**src/rtl/pointing_uart_tx_if.sv**
```systemverilog
// Bytestream link from the pointing-device byte generator into the UART transmitter.
interface pointing_uart_tx_if;
    logic       in_write;
    logic [7:0] in_data;

    modport master (output in_write, output in_data);
    modport slave  (input  in_write, input  in_data);
endinterface

```
**src/rtl/pointing_uart_tx.sv**
```systemverilog
// 8N1 serializer for the pointing-device bytestream, fed through a small byte FIFO.
// rts flushes the FIFO and abandons any frame in flight.
module pointing_uart_tx #(
    parameter int CLKS_PER_BIT    = 25000,
    parameter int OC_CLKS_PER_BIT = 20000,
    parameter int FIFO_DEPTH      = 4
) (
    input  logic                          clk,
    input  logic                          reset_n,
    pointing_uart_tx_if.slave             bs,
    input  logic                          rts,
    input  logic                          overclock,
    output logic                          txd,
    output logic                          busy,
    output logic [$clog2(FIFO_DEPTH):0]   fifo_level,
    output logic                          overflow
);
    localparam int PTR_W   = $clog2(FIFO_DEPTH);
    localparam int LVL_W   = PTR_W + 1;
    localparam int MAX_PER = (CLKS_PER_BIT > OC_CLKS_PER_BIT) ? CLKS_PER_BIT : OC_CLKS_PER_BIT;
    localparam int CNT_W   = (MAX_PER > 2) ? $clog2(MAX_PER) : 1;

    localparam logic [CNT_W-1:0] NRM_RELOAD = CNT_W'(CLKS_PER_BIT - 1);
    localparam logic [CNT_W-1:0] OC_RELOAD  = CNT_W'(OC_CLKS_PER_BIT - 1);
    localparam logic [CNT_W-1:0] CNT_ZERO   = CNT_W'(0);
    localparam logic [LVL_W-1:0] LVL_ZERO   = LVL_W'(0);
    localparam logic [LVL_W-1:0] LVL_ONE    = LVL_W'(1);
    localparam logic [LVL_W-1:0] FULL_LVL   = LVL_W'(FIFO_DEPTH);
    localparam logic [PTR_W-1:0] PTR_ZERO   = PTR_W'(0);
    localparam logic [PTR_W-1:0] PTR_ONE    = PTR_W'(1);

    typedef enum logic [1:0] {
        IDLE  = 2'd0,
        START = 2'd1,
        DATA  = 2'd2,
        STOP  = 2'd3
    } state_t;

    state_t            state_r;
    logic [7:0]        mem_r [FIFO_DEPTH];
    logic [PTR_W-1:0]  wr_ptr_r;
    logic [PTR_W-1:0]  rd_ptr_r;
    logic [LVL_W-1:0]  level_r;
    logic              overflow_r;
    logic [7:0]        shift_r;
    logic [2:0]        bit_idx_r;
    logic [CNT_W-1:0]  cnt_r;
    logic [CNT_W-1:0]  reload_r;
    logic              txd_r;
    logic              busy_r;

    logic              pop_s;
    logic              push_s;
    logic              drop_s;
    logic [7:0]        head_s;
    logic [CNT_W-1:0]  next_reload_s;

    // Pop/push/drop decisions; a pop frees a slot for a same-cycle push.
    always_comb begin
        pop_s         = 1'b0;
        push_s        = 1'b0;
        drop_s        = 1'b0;
        head_s        = mem_r[rd_ptr_r];
        next_reload_s = overclock ? OC_RELOAD : NRM_RELOAD;
        if (!rts && (level_r != LVL_ZERO) &&
            ((state_r == IDLE) || ((state_r == STOP) && (cnt_r == CNT_ZERO)))) begin
            pop_s = 1'b1;
        end else begin
            pop_s = 1'b0;
        end
        if (bs.in_write && !rts) begin
            if ((level_r != FULL_LVL) || pop_s) begin
                push_s = 1'b1;
            end else begin
                drop_s = 1'b1;
            end
        end else begin
            push_s = 1'b0;
            drop_s = 1'b0;
        end
    end

    // Byte FIFO storage, pointers, occupancy and sticky overflow flag.
    always_ff @(posedge clk or negedge reset_n) begin
        if (!reset_n) begin
            for (int i = 0; i < FIFO_DEPTH; i++) begin
                mem_r[i] <= 8'h00;
            end
            wr_ptr_r   <= PTR_ZERO;
            rd_ptr_r   <= PTR_ZERO;
            level_r    <= LVL_ZERO;
            overflow_r <= 1'b0;
        end else if (rts) begin
            wr_ptr_r <= PTR_ZERO;
            rd_ptr_r <= PTR_ZERO;
            level_r  <= LVL_ZERO;
        end else begin
            if (push_s) begin
                mem_r[wr_ptr_r] <= bs.in_data;
                wr_ptr_r        <= wr_ptr_r + PTR_ONE;
            end
            if (pop_s) begin
                rd_ptr_r <= rd_ptr_r + PTR_ONE;
            end
            if (drop_s) begin
                overflow_r <= 1'b1;
            end
            case ({push_s, pop_s})
                2'b10:   level_r <= level_r + LVL_ONE;
                2'b01:   level_r <= level_r - LVL_ONE;
                default: level_r <= level_r;
            endcase
        end
    end

    // Frame FSM: the period is latched at pop so overclock changes only affect later frames.
    always_ff @(posedge clk or negedge reset_n) begin
        if (!reset_n) begin
            state_r   <= IDLE;
            shift_r   <= 8'h00;
            bit_idx_r <= 3'd0;
            cnt_r     <= CNT_ZERO;
            reload_r  <= CNT_ZERO;
            txd_r     <= 1'b1;
            busy_r    <= 1'b0;
        end else if (rts) begin
            state_r   <= IDLE;
            bit_idx_r <= 3'd0;
            cnt_r     <= CNT_ZERO;
            txd_r     <= 1'b1;
            busy_r    <= 1'b0;
        end else begin
            case (state_r)
                IDLE: begin
                    if (pop_s) begin
                        shift_r  <= head_s;
                        reload_r <= next_reload_s;
                        cnt_r    <= next_reload_s;
                        state_r  <= START;
                        txd_r    <= 1'b0;
                        busy_r   <= 1'b1;
                    end else begin
                        txd_r  <= 1'b1;
                        busy_r <= 1'b0;
                    end
                end
                START: begin
                    if (cnt_r == CNT_ZERO) begin
                        cnt_r     <= reload_r;
                        bit_idx_r <= 3'd0;
                        txd_r     <= shift_r[0];
                        state_r   <= DATA;
                    end else begin
                        cnt_r <= cnt_r - CNT_W'(1);
                    end
                end
                DATA: begin
                    if (cnt_r == CNT_ZERO) begin
                        cnt_r <= reload_r;
                        if (bit_idx_r == 3'd7) begin
                            txd_r   <= 1'b1;
                            state_r <= STOP;
                        end else begin
                            bit_idx_r <= bit_idx_r + 3'd1;
                            shift_r   <= shift_r >> 1;
                            txd_r     <= shift_r[1];
                        end
                    end else begin
                        cnt_r <= cnt_r - CNT_W'(1);
                    end
                end
                STOP: begin
                    if (cnt_r != CNT_ZERO) begin
                        cnt_r <= cnt_r - CNT_W'(1);
                    end else if (pop_s) begin
                        shift_r  <= head_s;
                        reload_r <= next_reload_s;
                        cnt_r    <= next_reload_s;
                        state_r  <= START;
                        txd_r    <= 1'b0;
                        busy_r   <= 1'b1;
                    end else begin
                        state_r <= IDLE;
                        txd_r   <= 1'b1;
                        busy_r  <= 1'b0;
                    end
                end
                default: begin
                    state_r <= IDLE;
                    txd_r   <= 1'b1;
                    busy_r  <= 1'b0;
                end
            endcase
        end
    end

    assign txd        = txd_r;
    assign busy       = busy_r;
    assign fifo_level = level_r;
    assign overflow   = overflow_r;
endmodule

```
**src/flat_wrapper.sv**
```systemverilog
// flat-port wrapper written by rule: the top's interface ports become plain ports
module pointing_uart_tx_flat 
#(
    parameter int CLKS_PER_BIT    = 25000,
    parameter int OC_CLKS_PER_BIT = 20000,
    parameter int FIFO_DEPTH      = 4
)
  (clk, reset_n, rts, overclock, txd, busy, fifo_level, overflow, bs_in_write, bs_in_data);
  pointing_uart_tx_if bs_i ();
  input  logic clk;
  input  logic reset_n;
  input  logic rts;
  input  logic overclock;
  output logic txd;
  output logic busy;
  output logic [$clog2(FIFO_DEPTH):0] fifo_level;
  output logic overflow;
  input wire logic [$bits(bs_i.in_write)-1:0] bs_in_write;
  input wire logic [$bits(bs_i.in_data)-1:0] bs_in_data;
  assign bs_i.in_write = bs_in_write;
  assign bs_i.in_data = bs_in_data;
  pointing_uart_tx #(.CLKS_PER_BIT(CLKS_PER_BIT), .OC_CLKS_PER_BIT(OC_CLKS_PER_BIT), .FIFO_DEPTH(FIFO_DEPTH)) u_core (.clk(clk), .reset_n(reset_n), .bs(bs_i), .rts(rts), .overclock(overclock), .txd(txd), .busy(busy), .fifo_level(fifo_level), .overflow(overflow));
endmodule
```
**config.mk**
```make
export PLATFORM = sky130hd
export DESIGN_NAME = pointing_uart_tx_flat
export DESIGN_NICKNAME = d
export VERILOG_FILES = /design/src/rtl/pointing_uart_tx_if.sv /design/src/rtl/pointing_uart_tx.sv /design/src/flat_wrapper.sv
export SDC_FILE = /design/constraint.sdc
export NUM_CORES = 1
export LEC_CHECK = 0
export ABC_AREA = 0
export CAP_MARGIN = 25
export CORE_ASPECT_RATIO = 0.5
export CORE_MARGIN = 4
export CORE_UTILIZATION = 40
export CTS_CLUSTER_DIAMETER = 40
export DETAILED_ROUTE_END_ITERATION = 7
export DONT_BUFFER_PORTS = 1
export PLACE_DENSITY_LB_ADDON = 0.2
export REMOVE_ABC_BUFFERS = 1
export SLEW_MARGIN = 40
export SYNTH_ARGS = -nofsm -noshare
export SYNTH_HDL_FRONTEND = slang
export SYNTH_SLANG_ARGS = --single-unit
export TNS_END_PERCENT = 5
```
**constraint.sdc**
```tcl
create_clock -name clk -period 3.4 [get_ports clk]
set_input_delay 0.68 -clock clk [delete_from_list [all_inputs] [get_ports clk]]
set_output_delay 0.68 -clock clk [all_outputs]
set_load 0.005 [all_outputs]
```
==> results.md <==
## Global route
* total routing resource utilization after global routing: 16.6%
* GRT Residual Overflow: 0
* antenna violations before repair: 0
* number of global-route vias before repair: 3129
* largest net degree at the start of global routing: 74
* global-route wire length before repair: 16100 um

## Power
* reported leakage power: 1.92 nW
* IR Drop Worst-Case VDD: 384 uV
* power consumption: 0.00471 W
* cell area power density: 1020 nW/um^2

## Synthesis
* synthesized netlist cell count: 392
* Post-synth EDFFs: 0
* synthesized-area fraction occupied by adder cells: 4.67%
* share of synthesized flip-flops with an asynchronous set or reset: 100%
* dominant combinational cell family by area after synthesis: multiplexers
* top post-synthesis cells by area: sky130_fd_sc_hd__dfrtp_1, sky130_fd_sc_hd__mux2_2, sky130_fd_sc_hd__mux4_2, sky130_fd_sc_hd__ha_1, sky130_fd_sc_hd__o21ai_0
* post-synthesis compound-gate area fraction: 14.3%
* cell taking the most area after synthesis: sky130_fd_sc_hd__dfrtp_1
* Avg Inst Size Synth: 10.7 um^2
* register area share after synthesis: 43.8%
* unique cell type count in the Yosys netlist: 60
* cell area after synthesis: 4180 um^2
* share of synthesized cell area in and, or, nand and nor gates: 14.0%
* portion of synthesized cell area occupied by the leading cell type: 43.1%
* synthesized-area fraction occupied by xor and xnor cells: 2.10%
* number of storage elements in the synthesis netlist: 73
* warning count from the yosys run: 0
* portion of netlist area occupied by mux cells: 18.2%
* primary flip-flop cell chosen by synthesis mapping: sky130_fd_sc_hd__dfrtp_1

## Drt
* average wire per cell in the routed design: 18.2 um
* average via count per standard cell: 5.83
* DR iter-0 viols: 216
* Pre-antenna DRT Iters: 6
* ANT nets after route: 0
* DRC Markers: 0
* overall via count from detail_route: 3118
* sum of routed wire length over all layers: 9720 um

## Min path
* worst hold path type: in -> async

## Clock tree
* Resized Gates After CTS: 0
* deepest clock path buffer count: 2
* CTS tree: done
* CTS Root Buffer Type: sky130_fd_sc_hd__clkbuf_16
* worst-skew pair later-pin latency: 330 ps
* number of clock buffers inserted by TritonCTS: 9
* setup bufs post-CTS: 0
* register clock-pin slew on the reported worst setup and hold paths: 60 ps
* CTS sink cnt: 73
* hold buffer count at cts: 0
* htree depth: 3

## Floorplanning
* total die area: 12200 um^2
* row cnt: 26
* initial core utilization: 41.0%
* height of the chip: 80.3 um
* x dimension of the die: 153 um
* floorplan core area: 10200 um^2
* total I/O pin count: 19

## Placed design
* final weighted congestion of routability-driven global placement: 0.843
* post-placement cell count: 519
* port bufs: 0
* estimated wirelength of the detail-placed design: 6700 um

## Critical path
* launch point of the critical path: u_core.cnt_r[0]
* reg2reg setup slack: 530 ps
* worst-case reg-to-reg path depth: 10
* CP startpoint kind: flip-flop
* crit path DAT: 3130 ps
* worst reg2reg path endpoint: u_core.fifo_level[2]
* type of the worst setup path: reg -> reg
* maximum fanout encountered on the critical timing path: 6
* Setup crit end kind: flip-flop
* required time worst endpoint: 3650 ps
* R2R Path Start: u_core.cnt_r[0]
* Critical Path Sink: u_core.fifo_level[2]

## Outcome
* run status: complete, no violations

## Layout
* leading cell type in the layout, fill and taps excluded: sky130_fd_sc_hd__dfrtp_1
* area added between synthesis and finish: 10.1%
* highest-count cells in the layout ignoring fill and taps: sky130_fd_sc_hd__dfrtp_1, sky130_fd_sc_hd__mux2_2, sky130_fd_sc_hd__nor2_1, sky130_fd_sc_hd__nand2_1, sky130_fd_sc_hd__o21ai_0
* number of antenna cells inserted: 0
* layout cells sized above 1: 23.3%
* Final nets: 418
* Layout Cells excl Fill: 535

## Timing
* number of endpoints failing setup at the final stage: 0
* final worst path period share: 84.5%
* highest clock frequency the design can meet: 348 MHz
* number of max-slew violations in the final report: 0
* Final Hold Violating Endpoints: 0
* Max-slew headroom: 55.3%
* maximum clock skew at final layout: 6.22 ps
* final total negative setup slack: 0 ps
* transition time at the pin with the least slew margin: 663 ps
* Min Clock Period, post-route: 2870 ps
* worst hold slack after final layout: 43.1 ps
* setup repair after global routing missed its margin: no

## Flow run
* count of max-cap constraint violations: 0

[power by group]
group	internal, W	leakage [nW]	switching, W	total (W)
clock	0.000507	0.139	0.000402	0.000909
combinational	0.00101	0.852	0.00131	0.00232
sequential	0.00118	0.927	0.000296	0.00148
[synthesized netlist by cell type (all sizes together) (2+ instances only)]
library cell	count
clkbuf	16
a21oi	22
nor4	6
o2bb2ai	2
nor4b	2
mux2	47
a2111oi	2
o211ai	3
nor3	11
o31ai	4
nor2	31
a31oi	5
a32o	2
o21ai	24
nand2	31
inv	15
mux2i	5
nand2b	6
or3	3
or2	3
nand3	4
o22ai	2
or4	5
a21o	2
a22oi	5
a211oi	2
and2	3
xnor2	9
nor3b	2
ha	14
o311a	2
dfrtp	72
nand4	4
a211o	2
mux4	8
[cell families (layout without fill, tap and decap cells)]
kind of cell / Yosys count / count (layout)
xor gates and xnor gates: 10 / 10
muxes: 60 / 60
and+or+nand+nor: 114 / 114
AOI/OAI and AO/OA: 88 / 88
adders and majority gates: 15 / 15
buffers and inverters: 32 / 35
DFF: 73 / 73
[critical path: stages, from the launching register on]
cell and delay, ps:
sky130_fd_sc_hd__dfrtp_1 430, sky130_fd_sc_hd__inv_1 80, sky130_fd_sc_hd__ha_1 190, sky130_fd_sc_hd__nor4b_2 180, sky130_fd_sc_hd__and4_4 190, sky130_fd_sc_hd__o21ai_1 350
sky130_fd_sc_hd__nor2_1 100, sky130_fd_sc_hd__fa_1 430, sky130_fd_sc_hd__or4_1 530, sky130_fd_sc_hd__a21o_1 170, sky130_fd_sc_hd__a31oi_1 150
[state kept, by name, summed over array words and instances (netlist names), 2 cells and up]
register and cells:
u_core.mem_r 32, u_core.fifo_level 3, u_core.reload_r 3, u_core.state_r 2, u_core.shift_r 8, u_core.wr_ptr_r 2
u_core.bit_idx_r 3, u_core.cnt_r 15, u_core.rd_ptr_r 2
[stage by stage]
| step | utilization, % | setup slack [ps] | instance area (um^2) |
|---|---|---|---|
| 6_report | 45.2 | 528 | 4600 |
| 5_1_grt | 45.2 | 385 | 4600 |
| 4_1_cts | 45.2 | 541 | 4600 |
| 3_5_place_dp | 42.4 | 544 | 4310 |
| 3_3_place_gp | 42.4 | 633 | 4310 |
| 2_1_floorplan | - | 665 | 4110 |
[metal layers]
metal  vias to the layer above  GRT usage (%)  wire length (um)
li1                       1448              -                 -
met1                      1603           20.6              4390
met2                        60           28.2              4880
met3                         7           4.74               371
met4                         0           5.78                77
met5                         -              0                 0
[worst min path at each step]
stage | from | end | slack, ps | cells past startpoint
global placement | reset_n | u_core.cnt_r[13] | 390 | 0
finish | reset_n | u_core.fifo_level[2] | 40 | 0
CTS | reset_n | u_core.cnt_r[8] | 20 | 0
global route | reset_n | u_core.cnt_r[8] | 20 | 0
floorplan | reset_n | u_core.bit_idx_r[0] | 380 | 0
detailed placement | reset_n | u_core.cnt_r[6] | 390 | 0
[layout make-up]
type	instances	area, um^2
clock buffers	9	225
clock inverters	7	58.8
fillers	922	5580
inverters	15	56.3
multi-input cells	287	2220
flip-flops and latches	73	1830
well taps	140	175
repair buffers	4	30.0
No activity file was read; power rests on OpenSTA's default activity.
